## src/rtl/ring_node_rx_pkg.sv

```systemverilog
// ============================================================================
// Module   : ring_node_rx_pkg
// Purpose  : Shared ring-network types: packet layout, node count and the
//            destination class used by both the receive and injection sides.
// Contents : NUM_NODES, pkt_t, dest_class_e, classify_dest()
// Revision : 1.0 - initial release
// ============================================================================
`default_nettype none

`ifndef NUMNODES
`define NUMNODES 4
`endif

package ring_node_rx_pkg;

  localparam int NUM_NODES = `NUMNODES;
  localparam int DEST_W    = 4;
  localparam int SRC_W     = 4;
  localparam int DATA_W    = 8;

  typedef struct packed {
    logic [DEST_W-1:0] dest;
    logic [SRC_W-1:0]  src;
    logic [DATA_W-1:0] data;
  } pkt_t;

  typedef enum logic [1:0] {
    LOCAL   = 2'd0,
    THROUGH = 2'd1,
    BAD     = 2'd2
  } dest_class_e;

  // LOCAL is tested first; node_id is always a legal node so the order of
  // the BAD and LOCAL tests cannot conflict.
  function automatic dest_class_e classify_dest(input logic [DEST_W-1:0] dest,
                                                input int node_id);
    if (int'(dest) == node_id)
      return LOCAL;
    else if (int'(dest) >= NUM_NODES)
      return BAD;
    else
      return THROUGH;
  endfunction

endpackage

`default_nettype wire

```

## src/rtl/ring_eject_fifo.sv

```systemverilog
// ============================================================================
// Module   : ring_eject_fifo
// Purpose  : Circular-buffer FIFO holding packets destined for the local core.
// Ports    : clk, rst_l            - clock, async active-low reset
//            push / push_pkt       - write packet at tail (ignored when full)
//            pop                   - remove head entry (ignored when empty)
//            head                  - head entry, undefined while empty
//            full / empty / count  - decoded from the occupancy register
// Revision : 1.0 - initial release
// ============================================================================
`default_nettype none

module ring_eject_fifo
  import ring_node_rx_pkg::*;
#(
  parameter  int DEPTH = 4,
  localparam int PTR_W = $clog2(DEPTH),
  localparam int CNT_W = $clog2(DEPTH+1)
) (
  input  logic             clk,
  input  logic             rst_l,
  input  logic             push,
  input  pkt_t             push_pkt,
  input  logic             pop,
  output pkt_t             head,
  output logic             full,
  output logic             empty,
  output logic [CNT_W-1:0] count
);

  pkt_t             r_mem [DEPTH];
  logic [PTR_W-1:0] r_wr_ptr;
  logic [PTR_W-1:0] r_rd_ptr;
  logic [CNT_W-1:0] r_count;
  logic             w_push;
  logic             w_pop;

  assign full  = (r_count == CNT_W'(DEPTH));
  assign empty = (r_count == '0);
  assign count = r_count;
  assign head  = r_mem[r_rd_ptr];

  assign w_push = push && !full;
  assign w_pop  = pop  && !empty;

  // Storage needs no reset: the head is only meaningful while non-empty.
  always_ff @(posedge clk) begin
    if (w_push)
      r_mem[r_wr_ptr] <= push_pkt;
  end

  // Pointers wrap naturally because DEPTH is a power of two.
  always_ff @(posedge clk or negedge rst_l) begin
    if (!rst_l) begin
      r_wr_ptr <= '0;
      r_rd_ptr <= '0;
      r_count  <= '0;
    end else begin
      if (w_push)
        r_wr_ptr <= r_wr_ptr + 1'b1;
      if (w_pop)
        r_rd_ptr <= r_rd_ptr + 1'b1;
      case ({w_push, w_pop})
        2'b10:   r_count <= r_count + 1'b1;
        2'b01:   r_count <= r_count - 1'b1;
        default: r_count <= r_count;
      endcase
    end
  end

endmodule

`default_nettype wire

```

## src/rtl/ring_node_rx.sv

```systemverilog
// ============================================================================
// Module   : ring_node_rx
// Purpose  : Receive side of a ring stop. Classifies upstream packets, ejects
//            local ones to the core through a FIFO, forwards the rest through
//            a one-entry register and discards out-of-range destinations.
// Ports    : clk, rst_l                    - clock, async active-low reset
//            in_valid/in_pkt/in_ready      - upstream ring link
//            fwd_valid/fwd_pkt/fwd_ready   - downstream ring link
//            ej_valid/ej_pkt/ej_ready      - eject port to the core
//            full, ej_count                - eject FIFO status
//            drop_pulse                    - one cycle per discarded packet
//            rx_total                      - saturating ejected-packet count
// Revision : 1.0 - initial release
// ============================================================================
`default_nettype none

module ring_node_rx
  import ring_node_rx_pkg::*;
#(
  parameter  int NODE_ID = 0,
  parameter  int DEPTH   = 4,
  localparam int CNT_W   = $clog2(DEPTH+1)
) (
  input  logic             clk,
  input  logic             rst_l,
  input  logic             in_valid,
  input  pkt_t             in_pkt,
  output logic             in_ready,
  output logic             fwd_valid,
  output pkt_t             fwd_pkt,
  input  logic             fwd_ready,
  output logic             ej_valid,
  output pkt_t             ej_pkt,
  input  logic             ej_ready,
  output logic             full,
  output logic [CNT_W-1:0] ej_count,
  output logic             drop_pulse,
  output logic [15:0]      rx_total
);

  dest_class_e w_class;
  logic        w_acc;
  logic        w_local_acc;
  logic        w_thru_acc;
  logic        w_bad_acc;
  logic        w_pop;
  logic        w_empty;
  logic        w_full;

  logic        r_fwd_valid;
  pkt_t        r_fwd_pkt;
  logic        r_drop;
  logic [15:0] r_rx_total;

  assign w_class = classify_dest(in_pkt.dest, NODE_ID);

  // A full FIFO refuses a local packet even when the core pops this cycle,
  // keeping in_ready off the ej_ready path.
  always_comb begin
    in_ready = 1'b1;
    case (w_class)
      LOCAL:   in_ready = !w_full;
      THROUGH: in_ready = !r_fwd_valid || fwd_ready;
      default: in_ready = 1'b1;
    endcase
  end

  assign w_acc       = in_valid && in_ready;
  assign w_local_acc = w_acc && (w_class == LOCAL);
  assign w_thru_acc  = w_acc && (w_class == THROUGH);
  assign w_bad_acc   = w_acc && (w_class == BAD);
  assign w_pop       = !w_empty && ej_ready;

  ring_eject_fifo #(
    .DEPTH    (DEPTH)
  ) u_fifo (
    .clk      (clk),
    .rst_l    (rst_l),
    .push     (w_local_acc),
    .push_pkt (in_pkt),
    .pop      (w_pop),
    .head     (ej_pkt),
    .full     (w_full),
    .empty    (w_empty),
    .count    (ej_count)
  );

  // Forward stage: a load always wins over a drain, so drain+load in one
  // cycle replaces the contents with fwd_valid staying high.
  always_ff @(posedge clk or negedge rst_l) begin
    if (!rst_l) begin
      r_fwd_valid <= 1'b0;
      r_fwd_pkt   <= '0;
    end else if (w_thru_acc) begin
      r_fwd_valid <= 1'b1;
      r_fwd_pkt   <= in_pkt;
    end else if (fwd_ready) begin
      r_fwd_valid <= 1'b0;
    end
  end

  always_ff @(posedge clk or negedge rst_l) begin
    if (!rst_l) begin
      r_drop     <= 1'b0;
      r_rx_total <= '0;
    end else begin
      r_drop <= w_bad_acc;
      if (w_pop && (r_rx_total != 16'hFFFF))
        r_rx_total <= r_rx_total + 16'd1;
    end
  end

  assign fwd_valid  = r_fwd_valid;
  assign fwd_pkt    = r_fwd_pkt;
  assign ej_valid   = !w_empty;
  assign full       = w_full;
  assign drop_pulse = r_drop;
  assign rx_total   = r_rx_total;

endmodule

`default_nettype wire
```

## config.mk

```make
export PLATFORM = sky130hd
export DESIGN_NAME = ring_node_rx
export DESIGN_NICKNAME = d
export VERILOG_FILES = /design/src/rtl/ring_node_rx_pkg.sv /design/src/rtl/ring_eject_fifo.sv /design/src/rtl/ring_node_rx.sv
export SDC_FILE = /design/constraint.sdc
export NUM_CORES = 1
export LEC_CHECK = 0
export ABC_AREA = 1
export CAP_MARGIN = 20
export CORE_UTILIZATION = 50
export CTS_CLUSTER_DIAMETER = 200
export CTS_CLUSTER_SIZE = 28
export DETAILED_ROUTE_END_ITERATION = 8
export PLACE_DENSITY_LB_ADDON = 0.2
export SLEW_MARGIN = 5
export SYNTH_ARGS = -nofsm -noshare
export SYNTH_HDL_FRONTEND = slang
export SYNTH_SLANG_ARGS = --single-unit
```

## constraint.sdc

```tcl
create_clock -name clk -period 2.3 [get_ports clk]
set_input_delay 0.345 -clock clk [delete_from_list [all_inputs] [get_ports clk]]
set_output_delay 0.345 -clock clk [all_outputs]
set_load 0.005 [all_outputs]
```

==> qor.yml <==
logic_synthesis:
  synth_cells: 438
  synth_area_per_cell_um2: 10.77
  synth_edf_count: 64
  synth_top_area_cell: "edfxtp_1"
  synthTopCellsByArea: "edfxtp_1 41%, dfrtp_1 22%, nand2_1 7.6%"
  ys_types: 29
  yosysWarnings: 0
  synth.net_count: 466
  synth.most_common_cell: "nand2_1"
  netlist.area_leader.share: 0.4073
  ys_seq_elements: 105
  synth-async-reset-ratio: 0.3905
  synth_common_cells: "96 x nand2_1, 64 x edfxtp_1, 55 x nor2_1, 41 x dfrtp_1, 36 x o21ai_0"
  ys.flop_type: "edfxtp_1"
  syn_area_um2: 4718
  yosysSeqAreaShare: 0.6248
die:
  core-area_um2: 9196
  die_h_um: 99.14
  num_io_pins: 77
  start_util: 0.5131
  num_rows: 35
  die_width_um: 99.14
  dieArea_um2: 9829
pwr:
  ir_drop_mv: 0.5921
  p_per_area_nw_per_um2: 969.2
  leakage_nw: 2.433
timing:
  fin_ws_ps: 61.15
  period_share: 0.9734
  min_period_ps: 2239
  worst_hold_slack_ps: 450.2
  finalHoldViolations: 0
  worst_pin_slew_ps: 934.8
  final-setup-viol-count: 0
  slew_headroom: 0.3745
  fmax_mhz: 446.7
  slew_viol_final: 0
  fin_skew_ps: 13.21
outcome:
  status: "finished clean"
clock_network:
  ctsHtreeMaxLevel: 3
  cts_root_buf: "clkbuf_8"
  clockBufferDepth: 2
  tritoncts: "yes"
  clock_sinks: 105
  cts_made_buffers: 9
  clkTransAtPathRegs_ps: 100
  clk_latency_ps: 370
detailed_routing:
  vias_per_cell: 5.286
  first_pass_iters: 5
  wl_per_cell_um: 16.13
  ant_nets: 0
  drc: 0
  vias: 3478
  initialDrtViolationCount: 178
  wirelength_um: 10610
cells_and_area:
  stdcell_area_um2: 6030
  n_fill_cell: 714
  drive_gt1_frac: 0.1645
  multi_input_comb_area_um2: 1506
  regArea_um2: 2949
  antenna_cells: 0
  syn_to_final_growth_pct: 27.79
  nets: 570
  finalNonFillerCells: 658
place:
  routabilityCongestion: 0.8796
  place_area_um2: 5752
  placed_cells: 638
  io_buffers: 76
  post-place-ws_ps: -217.0
  dp_hpwl_um: 7048
global_route:
  grt_overflow: 0
  grt_pass1_wl_um: 17060
  grt_usage: 0.2287
  grt_start_max_net_pins: 34
  antenna_found_initial: 0
  grt_pass1_vias: 3390
worst_setup_path:
  required_ps: 1960
  critPathLaunch: "in_pkt[13]"
  crit_arrival_ps: 1890
  cp-start-kind: "input pin"
  r2r-start: "rx_total[1]"
  endpoint_kind: "primary output"
  path_class: "input pin to primary output"
  cp_max_fo: 3
min_path:
  min_path_type: "input pin to flip-flop"
  worstHoldStart: "in_pkt[14]"
flow_run:
  maxCapViolCount: 0
[path summary, 6_finish.rpt]
kind	endpoint	slack, ps	cells past startpoint
max	in_ready	60	8
min	u_fifo.r_mem[3][14]	450	1
max reg2reg	rx_total[9]	180	9
min reg2reg	fwd_pkt[8]	490	2
max in group asynchronous	u_fifo.r_wr_ptr[0]	1220	3
min in group asynchronous	rx_total[6]	520	2
[what timing repair did]
item,in CTS,in global routing
gates resized for setup,3,9
endpoints found under the setup margin,2,10
hold buffers,1,0
endpoints found under the hold margin,19,0
setup buffers,0,1
cloned,0,2
pin swaps,0,4
[logic make-up (layout without fill, tap and decap cells)]
kind of cell	after synthesis	in the layout	synth area share
and+or+nand+nor	205	205	0.2031
buffers and inverters	49	158	0.05701
AOI/OAI and AO/OA	64	64	0.08008
DFF	105	105	0.6248
adders and majority gates	7	7	0.02015
xor gates and xnor gates	8	8	0.01485
[power breakdown]
part / internal [W] / switching [W] / total [W]
Combinational: 0.00123 / 0.00114 / 0.00236
Sequential: 0.00219 / 0.000195 / 0.00239
Clock: 0.000420 / 0.000675 / 0.00109
Total: 0.00384 / 0.00201 / 0.00584
[cell type report]
cell class	instances	area share
multi-input combinational	284	0.2498
clock inverter	6	0.009338
timing repair buffer	110	0.1872
sequential	105	0.4891
inverter	32	0.02034
tap	111	0.02303
clock buffer	10	0.02117
[per-layer routing]
metal | up-vias | global-route usage | part of all wire
met2 | 102 | 0.3970 | 0.53
met1 | 1673 | 0.2925 | 0.41
met4 | 0 | 0.07466 | 0.010
met5 | - | 0 | 0
li1 | 1693 | - | -
met3 | 10 | 0.04216 | 0.053
[worst max-delay path, cell delays in order]
cell and delay [ps]:
clkdlybuf4s50_1 420, inv_1 80, nand2_2 120, nor2_8 150
nand2_4 70, nand2_4 60, buf_4 110, clkdlybuf4s50_1 530
[state kept, by name, summed over array words and instances (netlist names)]
signal and flops:
u_fifo.r_mem 64, fwd_pkt 16, rx_total 16, u_fifo.count 3, u_fifo.r_rd_ptr 2, u_fifo.r_wr_ptr 2
drop_pulse 1, fwd_valid 1
[cell usage in the layout, fill, tap and decap left out, types with 2 or more instances in the layout]
cell type,n
inv_6,2
xor2_1,4
xnor2_1,4
dlymetal6s2s_1,3
ha_1,6
nand3_4,2
o22ai_1,16
inv_2,5
nand2_2,11
edfxtp_1,64
o21ai_0,36
buf_12,6
nand4_1,21
dfrtp_1,40
nand2_4,3
o21ai_2,9
clkdlybuf4s50_1,70
clkbuf_8,9
inv_8,2
nand2_1,96
nor2_1,55
nor2_4,3
clkbuf_16,2
nor2_2,3
buf_4,25
dlygate4sd2_1,2
nand3_1,9
inv_1,25
[stage by stage]
stage	setup TNS, ps	power [W]	utilization
final	0	0.005844	0.6556
after global routing	-2.573	0.006224	0.6556
after CTS	0	0.005733	0.6467
after detailed placement	-353.8	0.004627	0.6254
after floorplan	0	0.003456	-
after global placement	-163.5	0.004558	0.6254
Power figures use the tool's default switching activity.
